[config.mk]
export PLATFORM = sky130hd
export DESIGN_NAME = seg_scan_decoder
export DESIGN_NICKNAME = d
export VERILOG_FILES = /design/src/rtl/seg_pkg.sv /design/src/rtl/seg_pattern_decode.sv /design/src/rtl/seg_scan_decoder.sv
export SDC_FILE = /design/constraint.sdc
export NUM_CORES = 1
export LEC_CHECK = 0
export BUFFER_PORTS_ARGS = -buffer_cell sky130_fd_sc_hd__buf_4
export CAP_MARGIN = 20
export CORE_MARGIN = 2
export CORE_UTILIZATION = 45
export DETAILED_ROUTE_END_ITERATION = 12
export HOLD_SLACK_MARGIN = 0.05
export PLACE_DENSITY = 0.62
export SYNTH_ARGS = -nofsm -noshare
export SYNTH_HDL_FRONTEND = slang
export SYNTH_HIERARCHICAL = 1
export SYNTH_SLANG_ARGS = --single-unit
[constraint.sdc]
create_clock -name clk -period 7.4 [get_ports clk]
set_clock_uncertainty 0.15 [all_clocks]
set_input_delay 1.85 -clock clk [delete_from_list [all_inputs] [get_ports clk]]
set_output_delay 1.85 -clock clk [all_outputs]
set_load 0.005 [all_outputs]
[src/rtl/seg_pkg.sv]
// Shared definitions for the seven-segment scan decoder: segment patterns,
// scan FSM state type, counter width and small one-hot helpers.
package seg_pkg;

    localparam int CNT_W = 8;

    typedef enum logic [1:0] {
        ST_IDLE   = 2'd0,
        ST_SETTLE = 2'd1,
        ST_HELD   = 2'd2
    } scan_state_t;

    // Patterns are ordered {a,b,c,d,e,f,g} with segment a in the MSB.
    localparam logic [6:0] PAT_0 = 7'b1111110;
    localparam logic [6:0] PAT_1 = 7'b0110000;
    localparam logic [6:0] PAT_2 = 7'b1101101;
    localparam logic [6:0] PAT_3 = 7'b1111001;
    localparam logic [6:0] PAT_4 = 7'b0110011;
    localparam logic [6:0] PAT_5 = 7'b1011011;
    localparam logic [6:0] PAT_6 = 7'b1011111;
    localparam logic [6:0] PAT_7 = 7'b1110000;
    localparam logic [6:0] PAT_8 = 7'b1111111;
    localparam logic [6:0] PAT_9 = 7'b1111011;
    localparam logic [6:0] PAT_A = 7'b1110111;
    localparam logic [6:0] PAT_B = 7'b0011111;
    localparam logic [6:0] PAT_C = 7'b1001110;
    localparam logic [6:0] PAT_D = 7'b0111101;
    localparam logic [6:0] PAT_E = 7'b1001111;
    localparam logic [6:0] PAT_F = 7'b1000111;

    function automatic logic is_one_hot(input logic [3:0] v);
        logic res;
        res = (v != 4'b0000) && ((v & (v - 4'b0001)) == 4'b0000);
        return res;
    endfunction

    function automatic logic [1:0] one_hot_index(input logic [3:0] v);
        logic [1:0] res;
        case (v)
            4'b0010: res = 2'd1;
            4'b0100: res = 2'd2;
            4'b1000: res = 2'd3;
            default: res = 2'd0;
        endcase
        return res;
    endfunction

endpackage

[src/rtl/seg_pattern_decode.sv]
// Combinational seven-segment pattern to hex nibble decoder; valid is low for
// any pattern outside the 16-entry table.
module seg_pattern_decode (
    input  logic [6:0] pattern,
    output logic [3:0] nibble,
    output logic       valid
);
    import seg_pkg::*;

    // Table lookup; unknown patterns report nibble 0 with valid low.
    always_comb begin
        nibble = 4'h0;
        valid  = 1'b1;
        case (pattern)
            PAT_0:   nibble = 4'h0;
            PAT_1:   nibble = 4'h1;
            PAT_2:   nibble = 4'h2;
            PAT_3:   nibble = 4'h3;
            PAT_4:   nibble = 4'h4;
            PAT_5:   nibble = 4'h5;
            PAT_6:   nibble = 4'h6;
            PAT_7:   nibble = 4'h7;
            PAT_8:   nibble = 4'h8;
            PAT_9:   nibble = 4'h9;
            PAT_A:   nibble = 4'hA;
            PAT_B:   nibble = 4'hB;
            PAT_C:   nibble = 4'hC;
            PAT_D:   nibble = 4'hD;
            PAT_E:   nibble = 4'hE;
            PAT_F:   nibble = 4'hF;
            default: begin
                nibble = 4'h0;
                valid  = 1'b0;
            end
        endcase
    end

endmodule

[src/rtl/seg_scan_decoder.sv]
// Snoops a multiplexed 4-digit seven-segment bus and reassembles debounced
// 16-bit frames. Optional macro SEG_SCAN_DECODER_DP_EN adds decimal-point capture.
module seg_scan_decoder #(
    parameter int STABLE_CYCLES  = 4,
    parameter bit SEG_ACTIVE_LOW = 1'b0
) (
    input  logic        clk,
    input  logic        reset,
    input  logic        a,
    input  logic        b,
    input  logic        c,
    input  logic        d,
    input  logic        e,
    input  logic        f,
    input  logic        g,
    input  logic [3:0]  an,
`ifdef SEG_SCAN_DECODER_DP_EN
    input  logic        dp,
    output logic [3:0]  out_dp,
`endif
    output logic [15:0] out,
    output logic        out_valid,
    input  logic        out_ready,
    output logic [3:0]  err,
    output logic        drop
);
    import seg_pkg::*;

    localparam logic [CNT_W-1:0] STABLE_CNT = CNT_W'(STABLE_CYCLES);
    localparam logic [CNT_W-1:0] CNT_ONE    = CNT_W'(1);
    localparam logic [CNT_W-1:0] CNT_ZERO   = CNT_W'(0);
    localparam logic [6:0]       SEG_INV    = {7{SEG_ACTIVE_LOW}};
    localparam logic [3:0]       AN_INV     = {4{SEG_ACTIVE_LOW}};
`ifdef SEG_SCAN_DECODER_DP_EN
    localparam int SAMPLE_W = 12;
`else
    localparam int SAMPLE_W = 11;
`endif

    // Sample layout: {[dp,] an[3:0], a..g}; dp only exists in the DP build.
    logic [SAMPLE_W-1:0] sample_in_s;
    logic [SAMPLE_W-1:0] sample_r;
    logic [SAMPLE_W-1:0] prev_r;
    logic [3:0]          an_s;
    logic [6:0]          seg_s;

`ifdef SEG_SCAN_DECODER_DP_EN
    assign sample_in_s = {dp ^ SEG_ACTIVE_LOW, an ^ AN_INV, {a, b, c, d, e, f, g} ^ SEG_INV};
`else
    assign sample_in_s = {an ^ AN_INV, {a, b, c, d, e, f, g} ^ SEG_INV};
`endif
    assign an_s  = sample_r[10:7];
    assign seg_s = sample_r[6:0];

    scan_state_t      state_r;
    scan_state_t      state_nxt_s;
    logic [CNT_W-1:0] cnt_r;
    logic [CNT_W-1:0] cnt_nxt_s;
    logic             counting_s;
    logic             capture_s;
    logic             one_hot_s;
    logic             same_s;
    logic [1:0]       idx_s;
    logic [3:0]       dec_nibble_s;
    logic             dec_valid_s;

    logic [15:0]      frame_r;
    logic [15:0]      frame_nxt_s;
    logic [3:0]       mask_r;
    logic [3:0]       mask_nxt_s;
    logic [3:0]       err_nxt_s;
    logic             frame_full_s;

    assign one_hot_s = is_one_hot(an_s);
    assign same_s    = (sample_r == prev_r);
    assign idx_s     = one_hot_index(an_s);

    seg_pattern_decode u_decode (
        .pattern (seg_s),
        .nibble  (dec_nibble_s),
        .valid   (dec_valid_s)
    );

    // Scan FSM next-state: counting_s marks cycles where the counter was
    // loaded or advanced, so capture fires exactly once per stable run.
    always_comb begin
        state_nxt_s = state_r;
        cnt_nxt_s   = cnt_r;
        counting_s  = 1'b0;
        case (state_r)
            ST_IDLE: begin
                if (one_hot_s) begin
                    state_nxt_s = ST_SETTLE;
                    cnt_nxt_s   = CNT_ONE;
                    counting_s  = 1'b1;
                end else begin
                    cnt_nxt_s   = CNT_ZERO;
                end
            end
            ST_SETTLE: begin
                if (!one_hot_s) begin
                    state_nxt_s = ST_IDLE;
                    cnt_nxt_s   = CNT_ZERO;
                end else if (same_s) begin
                    cnt_nxt_s   = cnt_r + CNT_ONE;
                    counting_s  = 1'b1;
                end else begin
                    cnt_nxt_s   = CNT_ONE;
                    counting_s  = 1'b1;
                end
            end
            ST_HELD: begin
                if (!one_hot_s) begin
                    state_nxt_s = ST_IDLE;
                    cnt_nxt_s   = CNT_ZERO;
                end else if (!same_s) begin
                    state_nxt_s = ST_SETTLE;
                    cnt_nxt_s   = CNT_ONE;
                    counting_s  = 1'b1;
                end else begin
                    state_nxt_s = ST_HELD;
                end
            end
            default: begin
                state_nxt_s = ST_IDLE;
                cnt_nxt_s   = CNT_ZERO;
            end
        endcase
    end

    assign capture_s = counting_s && (cnt_nxt_s == STABLE_CNT);

    // Frame buffer update on capture; invalid patterns only raise err.
    always_comb begin
        frame_nxt_s = frame_r;
        mask_nxt_s  = mask_r;
        err_nxt_s   = err;
        if (capture_s && dec_valid_s) begin
            frame_nxt_s[{idx_s, 2'b00} +: 4] = dec_nibble_s;
            mask_nxt_s[idx_s]                = 1'b1;
        end else if (capture_s) begin
            err_nxt_s[idx_s] = 1'b1;
        end else begin
            mask_nxt_s = mask_r;
        end
    end

    assign frame_full_s = (mask_nxt_s == 4'b1111);

    // Input register and scan FSM state.
    always_ff @(posedge clk) begin
        if (reset) begin
            sample_r <= {SAMPLE_W{1'b0}};
            prev_r   <= {SAMPLE_W{1'b0}};
            state_r  <= ST_IDLE;
            cnt_r    <= CNT_ZERO;
        end else begin
            sample_r <= sample_in_s;
            prev_r   <= sample_r;
            state_r  <= capture_s ? ST_HELD : state_nxt_s;
            cnt_r    <= cnt_nxt_s;
        end
    end

    // Frame assembly and hand-off; a full frame is dropped only when the
    // previous one is still pending and not being accepted this cycle.
    always_ff @(posedge clk) begin
        if (reset) begin
            frame_r   <= 16'h0000;
            mask_r    <= 4'b0000;
            out       <= 16'h0000;
            out_valid <= 1'b0;
            err       <= 4'b0000;
            drop      <= 1'b0;
        end else begin
            frame_r <= frame_nxt_s;
            err     <= err_nxt_s;
            if (frame_full_s) begin
                mask_r <= 4'b0000;
                if (!out_valid || out_ready) begin
                    out       <= frame_nxt_s;
                    out_valid <= 1'b1;
                end else begin
                    drop <= 1'b1;
                end
            end else begin
                mask_r <= mask_nxt_s;
                if (out_valid && out_ready) begin
                    out_valid <= 1'b0;
                end else begin
                    out_valid <= out_valid;
                end
            end
        end
    end

`ifdef SEG_SCAN_DECODER_DP_EN
    logic [3:0] dp_frame_r;

    // Decimal points ride along with the nibbles and leave with the frame.
    always_ff @(posedge clk) begin
        if (reset) begin
            dp_frame_r <= 4'b0000;
            out_dp     <= 4'b0000;
        end else begin
            if (capture_s && dec_valid_s) begin
                dp_frame_r[idx_s] <= sample_r[11];
            end else begin
                dp_frame_r <= dp_frame_r;
            end
            if (frame_full_s && (!out_valid || out_ready)) begin
                out_dp <= dp_frame_r;
                out_dp[idx_s] <= (capture_s && dec_valid_s) ? sample_r[11] : dp_frame_r[idx_s];
            end else begin
                out_dp <= out_dp;
            end
        end
    end
`endif

endmodule

### Word level (Yosys, flattened, before mapping)

Index checks and enable logic that the tools add are counted.

* bits in registers: 74
* input bits: 14
* output and inout bits: 22

* $add $sub $neg: 3
* magnitude comparators: 2
* eq/ne operators: 29
* shifts and indexed selects: 2
* mux-type cells: 27
* bitwise operators: 5
* reduce and logical (&&, ||, !) cells: 21

Operators by type and width (count)
* $eq 7x7->1 const B: 12
* $pmux 4 s15: 1
* $mux 8: 4
* $pmux 8 s3: 1
* $eq 7x6->1 const B: 3
* $bwmux 16: 1
* $mux 16: 1
* $reduce_or 16->1: 1
* $shift 4x6->16 const A: 1
* $shiftx 4x6->16: 1
* $pmux 2 s3: 2
* $reduce_and 2->1: 6
* $eq 11x11->1: 1
* $mux 2: 5
* $mux 1: 9
* $add 8x1->8 const B: 1
* $eq 4x4->1 const B: 2
* $eq 8x3->1 const B: 1
* $or 4x4->4: 2
* $eq 7x5->1 const B: 1
* $ne 3x3->1 const B: 2
* $neg 4->6: 1
* $reduce_or 2->1: 3
* $logic_and 1x1->1: 5
* other kinds (20): 22

### Depth between registers and ports, before layout

* depth in word-level cells: 13
* depth in mapped cells: 11
* mapped depth without buffers: 9

### Modules after synthesis

The synthesis kept the hierarchy.

Modules (own cells, without submodules)
* seg_scan_decoder: instances 1, cells each 348, area each 3333.2 sq um
* seg_pattern_decode: instances 1, cells each 52, area each 334.1 sq um

### Least setup slack after synthesis

No wires, ideal clock.

* kind: input-to-reg
* start point: in out_ready
* end point: reg out[1]
* library setup time: 0.092 ns
* data arrival time: 2.649 ns
* slack: 4.508 ns
* stages: 5
* buffers on the path: 1
* cell sequence: nand2b_1 nor3b_1 o21ai_4 buf_6 o32ai_1

* word-level cells in the longest chain between the ends: 2

Ends and longest elaborated chain
* start, declared: RTL line seg_scan_decoder.sv:23 `input logic out_ready,`
* $logic_or 1x1->1: RTL line seg_scan_decoder.sv:180 `if (!out_valid || out_ready) begin`
* $reduce_and 2->1 (no line)
* end signal, assigned: RTL line seg_scan_decoder.sv:181 `out <= frame_nxt_s;`
* end, declared: RTL line seg_scan_decoder.sv:21 `output logic [15:0] out,`

Every way passes these cells.
A chain may end at the register's enable or synchronous reset.

### Final worst setup path

* start point: reg sample_r[8]
* end point: reg out[15]

* word-level cells in the longest chain between the ends: 12
* elaborated cells on any way between the ends: 37
* those cells by class: add/sub (2); order compare (2); eq/ne (6); shift (2); mux (16); bitwise (2); reduce/logical (7)

Ends and longest elaborated chain
* start, declared: RTL line seg_scan_decoder.sv:42 `logic [SAMPLE_W-1:0] sample_r;`
* start signal, assigned: RTL line seg_scan_decoder.sv:153 `sample_r <= {SAMPLE_W{1'b0}};`
* start signal, assigned: RTL line seg_scan_decoder.sv:158 `sample_r <= sample_in_s;`
* $sub 4x1->4: RTL line seg_pkg.sv:33 `res = (v != 4'b0000) && ((v & (v - 4'b0001)) == 4'b0000);`
* $and 4x4->4: RTL line seg_pkg.sv:33
* $logic_not 4->1: RTL line seg_pkg.sv:33
* $logic_and 1x1->1: RTL line seg_pkg.sv:33
* $mux 8, or another cell as far along: RTL line seg_scan_decoder.sv:113 `if (!one_hot_s) begin`
* $pmux 8 s3: RTL line seg_scan_decoder.sv:90 `case (state_r)`
* $eq 8x3->1: RTL line seg_scan_decoder.sv:131 `assign capture_s = counting_s && (cnt_nxt_s == STABLE_CNT);`
* $logic_and 1x1->1: RTL line seg_scan_decoder.sv:131
* $logic_and 1x1->1: RTL line seg_scan_decoder.sv:138 `if (capture_s && dec_valid_s) begin`
* $mux 4: RTL line seg_scan_decoder.sv:138
* $eq 4x4->1: RTL line seg_scan_decoder.sv:148 `assign frame_full_s = (mask_nxt_s == 4'b1111);`
* $reduce_and 2->1 (no line)

Parallel ways exist; a longest one is shown, timed or not.

==> impl_metrics.toml <==
[outcome]
status = "finished, final reports clean"

[clocking]
cts_root_buffer = "clkbuf_8"
ctsHoldBuffers = 0
clock_path_buffers = 2
cts_buffers = 9
cts.clk_slew.worst_paths_ps = 80
htreeDepth = 3
tritoncts = "done"
numClockSinks = 74
worstSkewPairLatency_ps = 340
postCtsSetupBuffers = 0
cts_resized = 0

[routing]
postRouteWirelength_mm = 7.12
ant_nets = 0
post_drt_wl_per_cell_um = 13.4
vias = 2789
remaining_drc_errors = 0
vias_per_cell = 5.27
drtIter0Drc = 118
firstDrtPassIters = 4

[setup_path]
path_class = "register to register"
worst-path-max-fanout = 16
critPathCaptureType = "register"
cp.required_ps = 7500
crit_path_start_kind = "register"
critical_path_arrival_ps = 3120

[sta]
fin_ws_ps = 4380
slew_headroom_pct = 46.6
setup-violations-final = 0
rsz0062_at_grt = "false"
worst_slew_pin_slew_ps = 801
fmax_mhz = 331
drv_slew = 0
finalHoldViolCount = 0
finalCritPeriodShare_pct = 40.8
period_needed_ps = 3020
setup_tns_ps = 0

[synth]
yosysSeqAreaShare_pct = 40.4
ys.flop_type = "dfxtp_1"
yosys_warnings = 6
synth_nets = 422
syn-cell-area_um2 = 3670
async_flop_share_pct = 0
synth_edf_count = 0
avgSynthCellArea_um2 = 9.17
synth_seq_cells = 74
synth_cell_types = 64
syn_inst = 400

[layout]
drive_above_1_share_pct = 15.5
fill_cells = 739
antenna_cells = 0
final_cells = 529
nets = 445
utilization_pct = 53.2
syn2layout_area_growth_pct = 13.3

[power_and_ir_drop]
p_leak_nw = 1.52
comb_power_share_pct = 6.1
power.switching_w = 0.000183
power_w = 0.000817
vdd_drop_max_mv = 0.104
powerDensity_nw_per_um2 = 197
seqPwrFrac_pct = 51.0
p_clk_share_pct = 42.9
p_sw_share_pct = 22.3
internal-power_w = 0.000634

[placed_design]
io_buffers = 35
dpl.cell_count = 514
place.gp.congestion = 0.839
dpl.hpwl_mm = 4.86
preCtsSetupSlack_ps = 4090

[floorplan]
rows = 32
die_w_um = 94.3
die_h_um = 94.3
core_um2 = 7810
ios = 36
die_area_um2 = 8890
initial_core_util_pct = 47.0

[grt]
track_usage_pct = 17.2
grt_max_degree = 69
antenna_found_initial = 0
overflow = 0
grt_pass1_vias = 2555
grt_pass1_wl_mm = 12.1

[flow_run]
drv_cap = 0

[worst_hold_path]
hp-class = "register to register"
[layout by cell type (no fill, tap or decap), types with 16 or more instances in the layout]
cell type and n:
inv_1 22, buf_4 35, a21oi_1 16, xnor2_1 16, nor2b_1 27, and2_1 16
nor2_1 35, mux2i_1 17, dfxtp_1 74
[cell usage after synthesis (4+ instances only)]
library cell | number | area (um2)
a21oi_1 | 16 | 80.1
a22oi_1 | 4 | 30.0
a41oi_1 | 4 | 35.0
and2_1 | 16 | 100
and3_1 | 4 | 25.0
buf_2 | 5 | 25.0
clkbuf_1 | 11 | 41.3
dfxtp_1 | 74 | 1480
ha_1 | 8 | 100
inv_1 | 22 | 82.6
mux2i_1 | 17 | 170
nand2_1 | 15 | 56.3
nand2b_1 | 8 | 50.1
nand3_1 | 15 | 75.1
nand3b_1 | 7 | 52.6
nor2_1 | 35 | 131
nor2b_1 | 27 | 169
nor3_1 | 5 | 25.0
nor3_4 | 4 | 65.1
o21ai_0 | 10 | 50.1
o32ai_1 | 15 | 131
xnor2_1 | 16 | 140
[critical path: stages, from the launching register on]
cell	delay, ps
dfxtp_1	430
xnor2_1	100
or3_1	430
inv_1	230
ha_1	250
o22a_1	160
o221ai_1	350
nor3b_1	440
o21ai_4	230
o32ai_1	160
[power by group through the flow]
stage | Sequential (W) | Clock, W | Combinational (W)
after floorplan | 0.000419 | 0 | 0.0000436
after global placement | 0.000425 | 0 | 0.0000493
after detailed placement | 0.000426 | 0 | 0.0000501
after CTS | 0.000416 | 0.000362 | 0.0000504
after global routing | 0.000418 | 0.000378 | 0.0000564
final | 0.000416 | 0.000351 | 0.0000500
[worst paths after layout]
check | startpoint | endpoint | slack [ps] | cells after the start
worst max-delay path | sample_r[8] | out[15] | 4380 | 9
worst min-delay path | drop | drop | 310 | 2
worst max register to register | sample_r[8] | out[15] | 4380 | 9
worst min register to register | drop | drop | 310 | 2
[routing by layer]
metal  GRT usage (%)  vias to the layer above  part of all wire [%]
met3            3.37                       10                   3.1
met2            26.4                       46                    45
met1            23.5                     1289                    50
met4            7.25                        0                   1.7
li1                -                     1444                     -
met5               0                        -                     0
[state kept, by name, summed over array words and instances (netlist names)]
register	flops
frame_r	16
out	16
prev_r	11
sample_r	11
cnt_r	8
err	4
mask_r	4
state_r	2
drop	1
out_valid	1
[stage by stage]
step	hold WS, ps	instance area (um2)
final	308	4150
after global routing	341	4150
after CTS	316	4150
after detailed placement	305	3930
after global placement	284	3930
after floorplan	292	3670
[cell type report]
| type | instances | area [um2] | share of cell area (%) |
|---|---|---|---|
| sequential | 74 | 1480 | 35.7 |
| clock buffer | 11 | 151 | 3.64 |
| timing repair buffer | 35 | 263 | 6.33 |
| tap | 102 | 128 | 3.07 |
| multi-input combinational | 281 | 1970 | 47.5 |
| inverter | 22 | 82.6 | 1.99 |
| clock inverter | 4 | 75.1 | 1.81 |
[cell families (layout without fill, tap and decap cells)]
family	after synthesis	after routing	share of synthesized area [%]
compound gates	76	76	15.4
xor+xnor	18	18	4.30
fa+ha+maj	8	8	2.73
buf+inv	45	72	5.80
flops	74	74	40.4
mux	17	17	4.64
simple gates	162	162	26.7
(Power assumes the default switching activity.)
